<file path="config.mk">
export PLATFORM = sky130hd
export DESIGN_NAME = mmio_uart_hub_flat
export DESIGN_NICKNAME = d
export VERILOG_FILES = /design/src/rtl/mmio_uart_hub_pkg.sv /design/src/rtl/mmio_uart_hub_if.sv /design/src/rtl/mmio_uart_hub_sync_fifo.sv /design/src/rtl/mmio_uart_hub.sv /design/src/flat_wrapper.sv
export SDC_FILE = /design/constraint.sdc
export NUM_CORES = 1
export LEC_CHECK = 0
export CORE_MARGIN = 4
export CORE_UTILIZATION = 45
export DETAILED_ROUTE_END_ITERATION = 12
export GPL_TIMING_DRIVEN = 0
export MAX_ROUTING_LAYER = met4
export PLACE_DENSITY = 0.75
export SLEW_MARGIN = 20
export SYNTH_ARGS = -nofsm -noshare
export SYNTH_HDL_FRONTEND = slang
export SYNTH_SLANG_ARGS = --single-unit
</file>
<file path="constraint.sdc">
create_clock -name clock -period 4.2 [get_ports clock]
set_clock_uncertainty 0.1 [all_clocks]
set_input_delay 0.42 -clock clock [delete_from_list [all_inputs] [get_ports clock]]
set_output_delay 0.42 -clock clock [all_outputs]
set_load 0.02 [all_outputs]
</file>
<file path="src/rtl/mmio_uart_hub_pkg.sv">
// Shared definitions for the MMIO UART hub: register offsets inside a
// channel's 4-byte window, STATUS bit positions, TX FSM state encoding and
// the TX busy-handshake timeout.
package mmio_uart_pkg;

  // Byte offsets within a channel window
  localparam logic [1:0] REG_STATUS  = 2'd0;
  localparam logic [1:0] REG_TXDATA  = 2'd1;
  localparam logic [1:0] REG_RXDATA  = 2'd2;
  localparam logic [1:0] REG_RXCOUNT = 2'd3;

  // STATUS bit positions
  localparam int unsigned ST_RX_NONEMPTY = 0;
  localparam int unsigned ST_TX_FULL     = 1;
  localparam int unsigned ST_TX_ACTIVE   = 2;
  localparam int unsigned ST_RX_OVERRUN  = 3;
  localparam int unsigned ST_TX_OVERRUN  = 4;
  localparam int unsigned ST_IRQ_EN      = 5;

  // Cycles the TX FSM waits for tx_busy to rise after a load
  localparam int unsigned TX_TIMEOUT = 16;

  typedef enum logic [1:0] {
    TX_IDLE,
    TX_LOAD,
    TX_WAIT_BUSY,
    TX_WAIT_DONE
  } tx_state_t;

endpackage

</file>
<file path="src/rtl/mmio_uart_hub_if.sv">
// Core-side MMIO bus of the UART hub.
//   vaddr  : byte address          data  : write data ([7:0] used)
//   memWE  : one-cycle write strobe memRE : one-cycle read strobe
//   sel    : combinational address hit (slave -> master)
//   q      : registered read data    (slave -> master)
interface mmio_uart_hub_if;
  logic [31:0] vaddr;
  logic [31:0] data;
  logic        memWE;
  logic        memRE;
  logic        sel;
  logic [31:0] q;

  modport master (output vaddr, data, memWE, memRE, input sel, q);
  modport slave  (input vaddr, data, memWE, memRE, output sel, q);
endinterface

</file>
<file path="src/rtl/mmio_uart_hub_sync_fifo.sv">
// Synchronous FIFO with a combinational head and occupancy output.
//   clock  : system clock          rst_n : synchronous active-low reset
//   push   : write wdata           pop   : drop the head entry
//   head   : oldest entry          count : occupancy 0..DEPTH
// A push while full is accepted only when a pop happens in the same cycle.
// Pointers carry one extra MSB so full and empty differ by that bit alone.
module sync_fifo #(
  parameter int unsigned WIDTH = 8,
  parameter int unsigned DEPTH = 8
) (
  input  logic                     clock,
  input  logic                     rst_n,
  input  logic                     push,
  input  logic                     pop,
  input  logic [WIDTH-1:0]         wdata,
  output logic [WIDTH-1:0]         head,
  output logic [$clog2(DEPTH):0]   count
);
  localparam int unsigned AW = $clog2(DEPTH);

  logic [WIDTH-1:0] mem [DEPTH];
  logic [AW:0]      wptr;
  logic [AW:0]      rptr;
  logic             full;
  logic             empty;
  logic             wr_en;
  logic             rd_en;

  assign empty = (wptr == rptr);
  assign full  = (wptr[AW] != rptr[AW]) && (wptr[AW-1:0] == rptr[AW-1:0]);
  assign wr_en = push && (!full || pop);
  assign rd_en = pop && !empty;
  assign head  = mem[rptr[AW-1:0]];
  assign count = wptr - rptr;

  always_ff @(posedge clock) begin
    if (!rst_n) begin
      wptr <= '0;
      rptr <= '0;
    end else begin
      if (wr_en) wptr <= wptr + 1'b1;
      if (rd_en) rptr <= rptr + 1'b1;
    end
  end

  always_ff @(posedge clock) begin
    if (wr_en) mem[wptr[AW-1:0]] <= wdata;
  end
endmodule

</file>
<file path="src/rtl/mmio_uart_hub.sv">
// MMIO hub for NCH byte UART channels. Each channel exposes a 4-byte
// register window (STATUS, TXDATA, RXDATA, RXCOUNT) starting at
// BASE_ADDR + 4*c, buffers TX and RX bytes in FIFOs and hands TX bytes to
// the transmitter through a load/busy handshake FSM.
// Ports:
//   clock, RST      : system clock, synchronous active-low reset
//   bus             : MMIO slave (vaddr/data/memWE/memRE in, sel/q out)
//   tx_byte, tx_we  : per-channel byte and one-cycle load pulse
//   tx_busy         : per-channel transmitter shifting
//   rx_byte, rx_fin : per-channel received byte and async done level
//   irq             : interrupt request
// Optional feature: define MMIO_UART_HUB_IRQ_EN for a registered irq and a
// writable STATUS[5]; otherwise irq is tied low and STATUS[5] reads 0.
module mmio_uart_hub
  import mmio_uart_pkg::*;
#(
  parameter int unsigned NCH        = 2,
  parameter int unsigned FIFO_DEPTH = 8,
  parameter logic [31:0] BASE_ADDR  = 32'h200
) (
  input  logic              clock,
  input  logic              RST,
  mmio_uart_hub_if.slave    bus,
  output logic [NCH*8-1:0]  tx_byte,
  output logic [NCH-1:0]    tx_we,
  input  logic [NCH-1:0]    tx_busy,
  input  logic [NCH*8-1:0]  rx_byte,
  input  logic [NCH-1:0]    rx_fin,
  output logic              irq
);
  localparam int unsigned CW = $clog2(FIFO_DEPTH) + 1;

  logic [31:0] off;
  logic [1:0]  ch;
  logic [1:0]  roff;
  logic [31:0] rd_val;
  logic        wr_hit;
  logic        rd_hit;
  logic        unused_bits;

  logic [7:0]    status_v [NCH];
  logic [7:0]    rx_head  [NCH];
  logic [CW-1:0] rx_cnt   [NCH];
  logic [NCH-1:0] rx_empty;
  logic [NCH-1:0] irq_src;

  assign bus.sel = (bus.vaddr >= BASE_ADDR) &&
                   (bus.vaddr <  BASE_ADDR + 32'(4 * NCH));
  assign off     = bus.vaddr - BASE_ADDR;
  assign ch      = off[3:2];
  assign roff    = off[1:0];
  assign wr_hit  = bus.memWE && bus.sel;
  assign rd_hit  = bus.memRE && bus.sel;
  assign unused_bits = &{1'b0, off[31:4], bus.data[31:8]};

  for (genvar c = 0; c < NCH; c++) begin : g_ch
    localparam logic [1:0] CI = 2'(c);

    logic          hit_wr;
    logic          hit_rd;
    logic          tx_push;
    logic          tx_pop;
    logic [7:0]    tx_head;
    logic [CW-1:0] tx_cnt;
    logic          tx_full;
    logic          tx_empty;
    logic          rx_push;
    logic          rx_pop;
    logic          rx_full;
    logic          rx_s1, rx_s2, rx_s3;
    logic          rx_ovr;
    logic          tx_ovr;
    logic          irq_en;
    logic          tx_active;
    logic [7:0]    st;
    tx_state_t     state, state_next;
    logic [4:0]    timer;
    logic [7:0]    byte_r;
    logic          load;

    assign hit_wr  = wr_hit && (ch == CI);
    assign hit_rd  = rd_hit && (ch == CI);
    assign tx_push = hit_wr && (roff == REG_TXDATA);
    assign tx_full  = (tx_cnt == CW'(FIFO_DEPTH));
    assign tx_empty = (tx_cnt == '0);
    assign rx_full  = (rx_cnt[c] == CW'(FIFO_DEPTH));
    assign rx_empty[c] = (rx_cnt[c] == '0);
    assign rx_pop  = hit_rd && (roff == REG_RXDATA) && !rx_empty[c];
    // Rising edge of the synchronised receive-done level
    assign rx_push = rx_s2 && !rx_s3;

    sync_fifo #(.WIDTH(8), .DEPTH(FIFO_DEPTH)) u_tx_fifo (
      .clock (clock),
      .rst_n (RST),
      .push  (tx_push),
      .pop   (tx_pop),
      .wdata (bus.data[7:0]),
      .head  (tx_head),
      .count (tx_cnt)
    );

    sync_fifo #(.WIDTH(8), .DEPTH(FIFO_DEPTH)) u_rx_fifo (
      .clock (clock),
      .rst_n (RST),
      .push  (rx_push),
      .pop   (rx_pop),
      .wdata (rx_byte[c*8 +: 8]),
      .head  (rx_head[c]),
      .count (rx_cnt[c])
    );

    always_ff @(posedge clock) begin
      if (!RST) begin
        rx_s1  <= 1'b0;
        rx_s2  <= 1'b0;
        rx_s3  <= 1'b0;
        rx_ovr <= 1'b0;
        tx_ovr <= 1'b0;
      end else begin
        rx_s1 <= rx_fin[c];
        rx_s2 <= rx_s1;
        rx_s3 <= rx_s2;
        // A set in the same cycle as a W1C clear wins
        rx_ovr <= (rx_push && rx_full && !rx_pop) ||
                  (rx_ovr && !(hit_wr && roff == REG_STATUS &&
                               bus.data[ST_RX_OVERRUN]));
        tx_ovr <= (tx_push && tx_full && !tx_pop) ||
                  (tx_ovr && !(hit_wr && roff == REG_STATUS &&
                               bus.data[ST_TX_OVERRUN]));
      end
    end

`ifdef MMIO_UART_HUB_IRQ_EN
    always_ff @(posedge clock) begin
      if (!RST)
        irq_en <= 1'b0;
      else if (hit_wr && roff == REG_STATUS)
        irq_en <= bus.data[ST_IRQ_EN];
    end
`else
    assign irq_en = 1'b0;
`endif

    assign irq_src[c] = irq_en && (!rx_empty[c] || rx_ovr || tx_ovr);

    // TX handshake FSM
    always_ff @(posedge clock) begin
      if (!RST) begin
        state  <= TX_IDLE;
        timer  <= '0;
        byte_r <= '0;
      end else begin
        state <= state_next;
        if (state == TX_IDLE && state_next == TX_LOAD) byte_r <= tx_head;
        if (state == TX_WAIT_BUSY) timer <= timer + 5'd1;
        else                       timer <= '0;
      end
    end

    always_comb begin
      state_next = state;
      tx_pop     = 1'b0;
      load       = 1'b0;
      case (state)
        TX_IDLE:      if (!tx_empty) state_next = TX_LOAD;
        TX_LOAD: begin
          load       = 1'b1;
          tx_pop     = 1'b1;
          state_next = TX_WAIT_BUSY;
        end
        TX_WAIT_BUSY: begin
          if (tx_busy[c])                       state_next = TX_WAIT_DONE;
          else if (timer == 5'(TX_TIMEOUT - 1)) state_next = TX_IDLE;
        end
        TX_WAIT_DONE: if (!tx_busy[c]) state_next = TX_IDLE;
        default:      state_next = TX_IDLE;
      endcase
    end

    assign tx_we[c]           = load;
    assign tx_byte[c*8 +: 8]  = byte_r;
    assign tx_active          = (state != TX_IDLE) || !tx_empty;

    always_comb begin
      st                 = '0;
      st[ST_RX_NONEMPTY] = !rx_empty[c];
      st[ST_TX_FULL]     = tx_full;
      st[ST_TX_ACTIVE]   = tx_active;
      st[ST_RX_OVERRUN]  = rx_ovr;
      st[ST_TX_OVERRUN]  = tx_ovr;
      st[ST_IRQ_EN]      = irq_en;
    end
    assign status_v[c] = st;
  end

  always_comb begin
    rd_val = '0;
    for (int unsigned i = 0; i < NCH; i++) begin
      if (ch == 2'(i)) begin
        case (roff)
          REG_STATUS:  rd_val = {24'b0, status_v[i]};
          REG_RXDATA:  rd_val = rx_empty[i] ? '0 : {24'b0, rx_head[i]};
          REG_RXCOUNT: rd_val = 32'(rx_cnt[i]);
          default:     rd_val = '0;
        endcase
      end
    end
  end

  always_ff @(posedge clock) begin
    if (!RST)        bus.q <= '0;
    else if (rd_hit) bus.q <= rd_val;
  end

`ifdef MMIO_UART_HUB_IRQ_EN
  always_ff @(posedge clock) begin
    if (!RST) irq <= 1'b0;
    else      irq <= |irq_src;
  end
`else
  logic unused_irq_src;
  assign unused_irq_src = |irq_src;
  assign irq = 1'b0;
`endif

endmodule
</file>
<file path="src/flat_wrapper.sv">
// flat-port wrapper written by rule: the top's interface ports become plain ports
module mmio_uart_hub_flat import mmio_uart_pkg::*;
#(
  parameter int unsigned NCH        = 2,
  parameter int unsigned FIFO_DEPTH = 8,
  parameter logic [31:0] BASE_ADDR  = 32'h200
)
  (clock, RST, tx_byte, tx_we, tx_busy, rx_byte, rx_fin, irq, bus_vaddr, bus_data, bus_memWE, bus_memRE, bus_sel, bus_q);
  mmio_uart_hub_if bus_i ();
  input  logic clock;
  input  logic RST;
  output logic [NCH*8-1:0] tx_byte;
  output logic [NCH-1:0] tx_we;
  input  logic [NCH-1:0] tx_busy;
  input  logic [NCH*8-1:0] rx_byte;
  input  logic [NCH-1:0] rx_fin;
  output logic irq;
  input wire logic [$bits(bus_i.vaddr)-1:0] bus_vaddr;
  input wire logic [$bits(bus_i.data)-1:0] bus_data;
  input wire logic [$bits(bus_i.memWE)-1:0] bus_memWE;
  input wire logic [$bits(bus_i.memRE)-1:0] bus_memRE;
  output wire logic [$bits(bus_i.sel)-1:0] bus_sel;
  output wire logic [$bits(bus_i.q)-1:0] bus_q;
  assign bus_i.vaddr = bus_vaddr;
  assign bus_i.data = bus_data;
  assign bus_i.memWE = bus_memWE;
  assign bus_i.memRE = bus_memRE;
  assign bus_sel = bus_i.sel;
  assign bus_q = bus_i.q;
  mmio_uart_hub #(.NCH(NCH), .FIFO_DEPTH(FIFO_DEPTH), .BASE_ADDR(BASE_ADDR)) u_core (.clock(clock), .RST(RST), .bus(bus_i), .tx_byte(tx_byte), .tx_we(tx_we), .tx_busy(tx_busy), .rx_byte(rx_byte), .rx_fin(rx_fin), .irq(irq));
endmodule
</file>
==> results_dict.tcl, run 1 <==
set metrics [dict create \
    layout.cells.non_filler 1571 \
    arrival_ns 4.03 \
    vias 8736 \
    grt_use_total_pct 18.11 \
    gp_congestion 0.9129 \
    hold_viol_final 0 \
    initial_core_util_pct 45.61 \
    ir_drop_mv 0.2306 \
    drive_gt1_share_pct 16.34 \
    start_kind "flip-flop" \
    clk_pin_slew_ns 0.07 \
    antenna_found_initial 0 \
    die_area_sq_mm 0.03491 \
    critPathCaptureType "flip-flop" \
    area_growth_pct 18.23 \
    crit_path_max_fanout 9 \
    ys_seq_area_share_pct 65.38 \
    run_status "finished clean" \
    power_density_mw_per_mm2 403.6 \
    ys_types 65 \
    synthFlopType "edfxtp_1" \
    hold_buffers 0 \
    fp.dieH_um 186.8 \
    yosys_warnings 0 \
    port_buffers 89 \
    rsz0062_at_grt "false" \
    cts-resized-gates 0 \
    synth-edff-count 256 \
    pre_cts_ws_ns 0.2751 \
    tightest_slew_ns 1.009 \
    grt_max_degree 18 \
    dp_hpwl_mm 21.53 \
    drc_errors 0 \
    ios 140 \
    avgSynthCellArea_sq_um 14.52 \
    drv_cap 0 \
    clk-insertion-delay-late_ns 0.55 \
    drt_iter0_drc 645 \
    fin_crit_sh_pct 90.81 \
    min_path_type "input port to flip-flop" \
    finalSetupTns_ns 0 \
    max-slew-margin-rel_pct 32.46 \
    postLayoutSetupSlackWorst_ns 0.3859 \
    row_count 65 \
    vias_per_cell 5.561 \
    cts.sinks 342 \
    gr-total-overflow 0 \
    postPlaceCellArea_sq_mm 0.01602 \
    crit_required_ns 4.41 \
    cts_buffers 31 \
    async_reset_ff_share_pct 0 \
    grt_pass1_vias 8955 \
    grt_pass1_wl_mm 49.36 \
    avgRoutedWirePerCell_um 19.85 \
    routed_wl_mm 31.18 \
    final_core_util_pct 53.92 \
    clockBufferDepth 3 \
    setup_viol 0 \
    cts_setup_buffers 0 \
    first_pass_iters 5 \
    cts_max_level 1 \
    finalMaxSlewViolations 0 \
    core_sq_mm 0.03156 \
    busiest_layer "met2" \
    cts_tree "built" \
    fmaxAchievable_mhz 262.2 \
    gr-usage-met2_pct 29.89 \
    layout_min_cycle_time_ns 3.814 \
    ys_seq_elements 342 \
    diodes 0 \
    synthCells 991 \
    met3_usage_pct 2.930 \
    crit_type "flip-flop to flip-flop" \
    use_met1_pct 23.35 \
    syn_area_sq_mm 0.01439 \
    fin_area_sq_mm 0.01702 \
    clockRootBuffer "clkbuf_16" \
    placed_cells 1514 \
    ant_nets 0 \
    die_x_um 186.8 \
    p_leak_nw 5.689 \
    fin_nets 1259 \
]
==> sequential cells by signal, indices dropped and copies added (netlist names), named ones only <==
name                        flops
u_core.g_ch.u_rx_fifo.mem     128
u_core.g_ch.state               4
u_core.g_ch.rx_ovr              2
u_core.bus.q                    8
u_core.g_ch.rx_s1               2
u_core.g_ch.rx_s3               2
u_core.g_ch.u_tx_fifo.wptr      8
u_core.g_ch.rx_s2               2
u_core.g_ch.u_rx_fifo.rptr      8
u_core.g_ch.u_rx_fifo.wptr      8
u_core.g_ch.u_tx_fifo.rptr      8
u_core.g_ch.byte_r             16
u_core.g_ch.tx_ovr              2
u_core.g_ch.timer              10
u_core.g_ch.u_tx_fifo.mem     128
==> Yosys cell counts, types with 15 or more instances <==
cell type	n	area [sq um]
mux4_2	64	1441
nand2_1	79	296.5
a311oi_1	17	148.9
clkbuf_1	22	82.58
ha_1	24	300.3
mux2i_1	19	190.2
o21ai_0	16	80.08
inv_1	29	108.9
xor2_1	16	140.1
dfxtp_1	86	1722
nor4_1	15	93.84
edfxtp_1	256	7687
nand3_1	23	115.1
a21oi_1	30	150.1
nor2_1	93	349.1
buf_4	28	210.2
nor3_1	17	85.08
==> stage by stage <==
step / hold WS, ns / power [mW]
2_1_floorplan: 0.3119 / 3.978
3_3_place_gp: 0.3197 / 4.183
3_5_place_dp: 0.3291 / 4.194
4_1_cts: 0.2407 / 6.901
5_1_grt: 0.2547 / 7.085
6_report: 0.2558 / 6.867
==> cell families (layout without fill, tap and decap cells) <==
logic type,Yosys count,after routing,synth area share (%)
multiplexers,88,88,11.73
AO/OA/AOI/OAI,101,101,4.877
other,1,25,0.02606
XOR/XNOR,27,27,1.643
adder cells (fa/ha/maj),26,26,2.365
buffers and inverters,97,251,3.399
AND/OR/NAND/NOR,309,309,10.58
flip-flops,342,342,65.38
==> worst max-delay path, cell delays in order, from the launching register on <==
cell and delay (ns):
dfxtp_1 0.33, inv_1 0.22, ha_1 0.22, inv_1 0.05, fa_1 0.46, nand2b_1 0.18
o21ai_0 0.29, nand3_1 0.23, a21oi_1 0.79, nand2b_1 0.35, nor3b_2 0.15, buf_4 0.20
==> worst paths after layout <==
path	from	endpoint	slack [ns]	depth (start not counted)
hold / removal	bus_vaddr[3]	u_core.bus.q[4]$_SDFFE_PN0N_	0.26	4
hold reg to reg	u_core.g_ch[0].rx_s1$_SDFF_PN0_	u_core.g_ch[0].rx_s2$_SDFF_PN0_	0.33	1
setup / recovery	u_core.g_ch[1].u_rx_fifo.wptr[0]$_SDFFE_PN0P_	u_core.g_ch[1].u_rx_fifo.mem[2][2]$_DFFE_PP_	0.39	11
setup reg to reg	u_core.g_ch[1].u_rx_fifo.wptr[0]$_SDFFE_PN0P_	u_core.g_ch[1].u_rx_fifo.mem[2][2]$_DFFE_PP_	0.39	11
==> routing by layer <==
metal  routed length (um)  vias up
li1                     -     4049
met2                15410      286
met4                  954        0
met3                 1749       76
met1                13070     4325
met5                    0        -
==> power by group <==
group          switching, mW  internal (mW)
sequential            0.0287           3.67
clock                   1.18           1.56
combinational          0.240          0.184
total                   1.45           5.42
==> layout make-up <==
class | count | area, sq um
tap | 402 | 503.0
clock buffer | 43 | 870.8
buffer | 65 | 369.1
clock inverter | 14 | 122.6
fill | 2485 | 14540
timing repair buffer | 97 | 948.4
inverter | 32 | 120.1
multi-input combinational | 576 | 4672
sequential | 342 | 9409
==> cell usage in the layout, fill, tap and decap left out, drive strengths merged, types with 10 or more instances in the layout <==
cell / netlist / final
mux2i: 19 / 19
mux4: 64 / 64
nand2b: 14 / 14
buf: 43 / 51
dfxtp: 86 / 86
a21oi: 30 / 30
inv: 32 / 33
nor2: 93 / 93
clkbuf: 22 / 65
nor3: 18 / 18
xnor2: 11 / 11
conb: 1 / 25
nand3: 23 / 23
ha: 24 / 24
nand2: 79 / 79
xor2: 16 / 16
nor4: 16 / 16
o21ai: 17 / 17
edfxtp: 256 / 256
nand4: 14 / 14
clkinv: 0 / 10
a311oi: 17 / 17
clkdlybuf4s50: 0 / 89
Power figures use the tool's default switching activity.
==> run 2, diff against run 1 <==
CAP_MARGIN = 25   (was default)
==> results_dict.tcl, run 2 (same netlist as run 1, synthesis figures left out) <==
set metrics [dict create \
    max-slew-margin-rel_pct 37.09 \
    die_x_um 186.8 \
    drive_gt1_share_pct 16.41 \
    arrival_ns 4.14 \
    p_leak_nw 5.694 \
    setup_viol 0 \
    final_core_util_pct 53.95 \
    cts_buffers 31 \
    drt_iter0_drc 675 \
    startpoint "u_core.g_ch[1].u_tx_fifo.rptr[1]$_SDFFE_PN0P_" \
    row_count 65 \
    die_area_sq_mm 0.03491 \
    layout.cells.non_filler 1572 \
    clockRootBuffer "clkbuf_16" \
    first_pass_iters 5 \
    cts_setup_buffers 0 \
    postPlaceCellArea_sq_mm 0.01602 \
    fmaxAchievable_mhz 263.1 \
    dp_hpwl_mm 21.53 \
    start_kind "flip-flop" \
    grt_pass1_vias 8955 \
    postLayoutSetupSlackWorst_ns 0.3987 \
    area_growth_pct 18.28 \
    nFillCells 2485 \
    gp_congestion 0.9129 \
    hold-worst-slack_ns 0.2553 \
    antenna_found_initial 0 \
    ant_nets 0 \
    wl_met2_mm 15.40 \
    clk_pin_slew_ns 0.07 \
    fin_crit_sh_pct 90.51 \
    crit_path_max_fanout 10 \
    port_buffers 89 \
    placed_cells 1514 \
    ir_drop_mv 0.2309 \
    routed_wl_mm 31.18 \
    vias 8770 \
    pre_cts_ws_ns 0.2751 \
    met3WireLength_mm 1.905 \
    vias_per_cell 5.579 \
    rr_startpoint "u_core.g_ch[1].u_tx_fifo.rptr[1]$_SDFFE_PN0P_" \
    grt_max_degree 18 \
    hold_viol_final 0 \
    core_sq_mm 0.03156 \
    layout_min_cycle_time_ns 3.801 \
    fin_nets 1260 \
    power_density_mw_per_mm2 403.4 \
    fp.dieH_um 186.8 \
    gr-total-overflow 0 \
    crit_required_ns 4.54 \
    fin_area_sq_mm 0.01702 \
    initial_core_util_pct 45.61 \
    final_common_cell "edfxtp_1" \
    regArea_sq_mm 0.009409 \
    tightest_slew_ns 0.9437 \
    run_status "finished clean" \
    cts_tree "built" \
    multi_input_comb_area_sq_mm 0.004672 \
    drv_cap 0 \
    clk-insertion-delay-late_ns 0.55 \
    avgRoutedWirePerCell_um 19.83 \
    diodes 0 \
    drc_errors 0 \
    cts.sinks 342 \
    final_cell_mix "256 x edfxtp_1, 93 x nor2_1, 89 x clkdlybuf4s50_1" \
    drt-met1-wl_mm 12.97 \
    finalMaxSlewViolations 0 \
    min_path_type "input port to flip-flop" \
    min_from "bus_vaddr[3]" \
    rsz0062_at_grt "false" \
    grt_pass1_wl_mm 49.36 \
    top_layer "met4" \
    grt_use_total_pct 18.11 \
    ios 140 \
    cts_max_level 1 \
    clockBufferDepth 3 \
    critPathCaptureType "flip-flop" \
    crit_type "flip-flop to flip-flop" \
]
[run 2: changes by cell type in the layout (fill, tap and decap cells not counted)]
cell	previous run	this run
buf_4	35	36
[run 2: report_power, final]
group	switching, mW	leakage [nW]	internal, mW
sequential	0.0285	3.00	3.67
clock	1.18	0.484	1.56
combinational	0.241	2.21	0.184
[run 2: worst paths after layout]
check                                          end  slack (ns)  depth (start not counted)
max          u_core.g_ch[1].byte_r[5]$_SDFFE_PN0P_        0.40                         12
min                   u_core.bus.q[4]$_SDFFE_PN0N_        0.26                          4
max reg2reg  u_core.g_ch[1].byte_r[5]$_SDFFE_PN0P_        0.40                         12
min reg2reg        u_core.g_ch[0].rx_s2$_SDFF_PN0_        0.33                          1
[run 2: cell type report]
| type | count | area share, % |
|---|---|---|
| multi-input cells | 576 | 27.45 |
| clock inverters | 14 | 0.7203 |
| clock buffers | 43 | 5.116 |
| repair buffers | 98 | 5.616 |
| well taps | 402 | 2.955 |
| inverters | 32 | 0.7056 |
| flip-flops and latches | 342 | 55.27 |
| plain buffers | 65 | 2.168 |
[run 2: stage by stage]
stage | total power [mW] | TNS [ns]
after floorplan | 3.978 | 0
after global placement | 4.183 | -11.53
after detailed placement | 4.194 | 0
after CTS | 6.901 | 0
after global routing | 7.085 | 0
final | 6.868 | 0
[run 2: critical path: stages (launching register included)]
cell and delay (ns):
dfxtp_1 0.34, clkbuf_1 0.49, buf_1 0.54, inv_1 0.13, ha_1 0.22, nand2b_1 0.16, xnor2_1 0.12, and3_1 0.17
clkbuf_1 0.15, a21boi_2 0.41, clkbuf_1 0.42, nor2_1 0.09, a311oi_1 0.34
[run 2: metal layers]
| layer | global-route usage [%] | vias to the layer above |
|---|---|---|
| li1 | - | 4063 |
| met1 | 23.35 | 4323 |
| met2 | 29.89 | 313 |
| met5 | - | - |
| met4 | 5.603 | 0 |
| met3 | 2.930 | 71 |
[run 2: timing repair]
action / in CTS / in global routing
hold buffers: 0 / 0
endpoints found under the setup margin: 0 / 2
gates resized for setup: 0 / 1
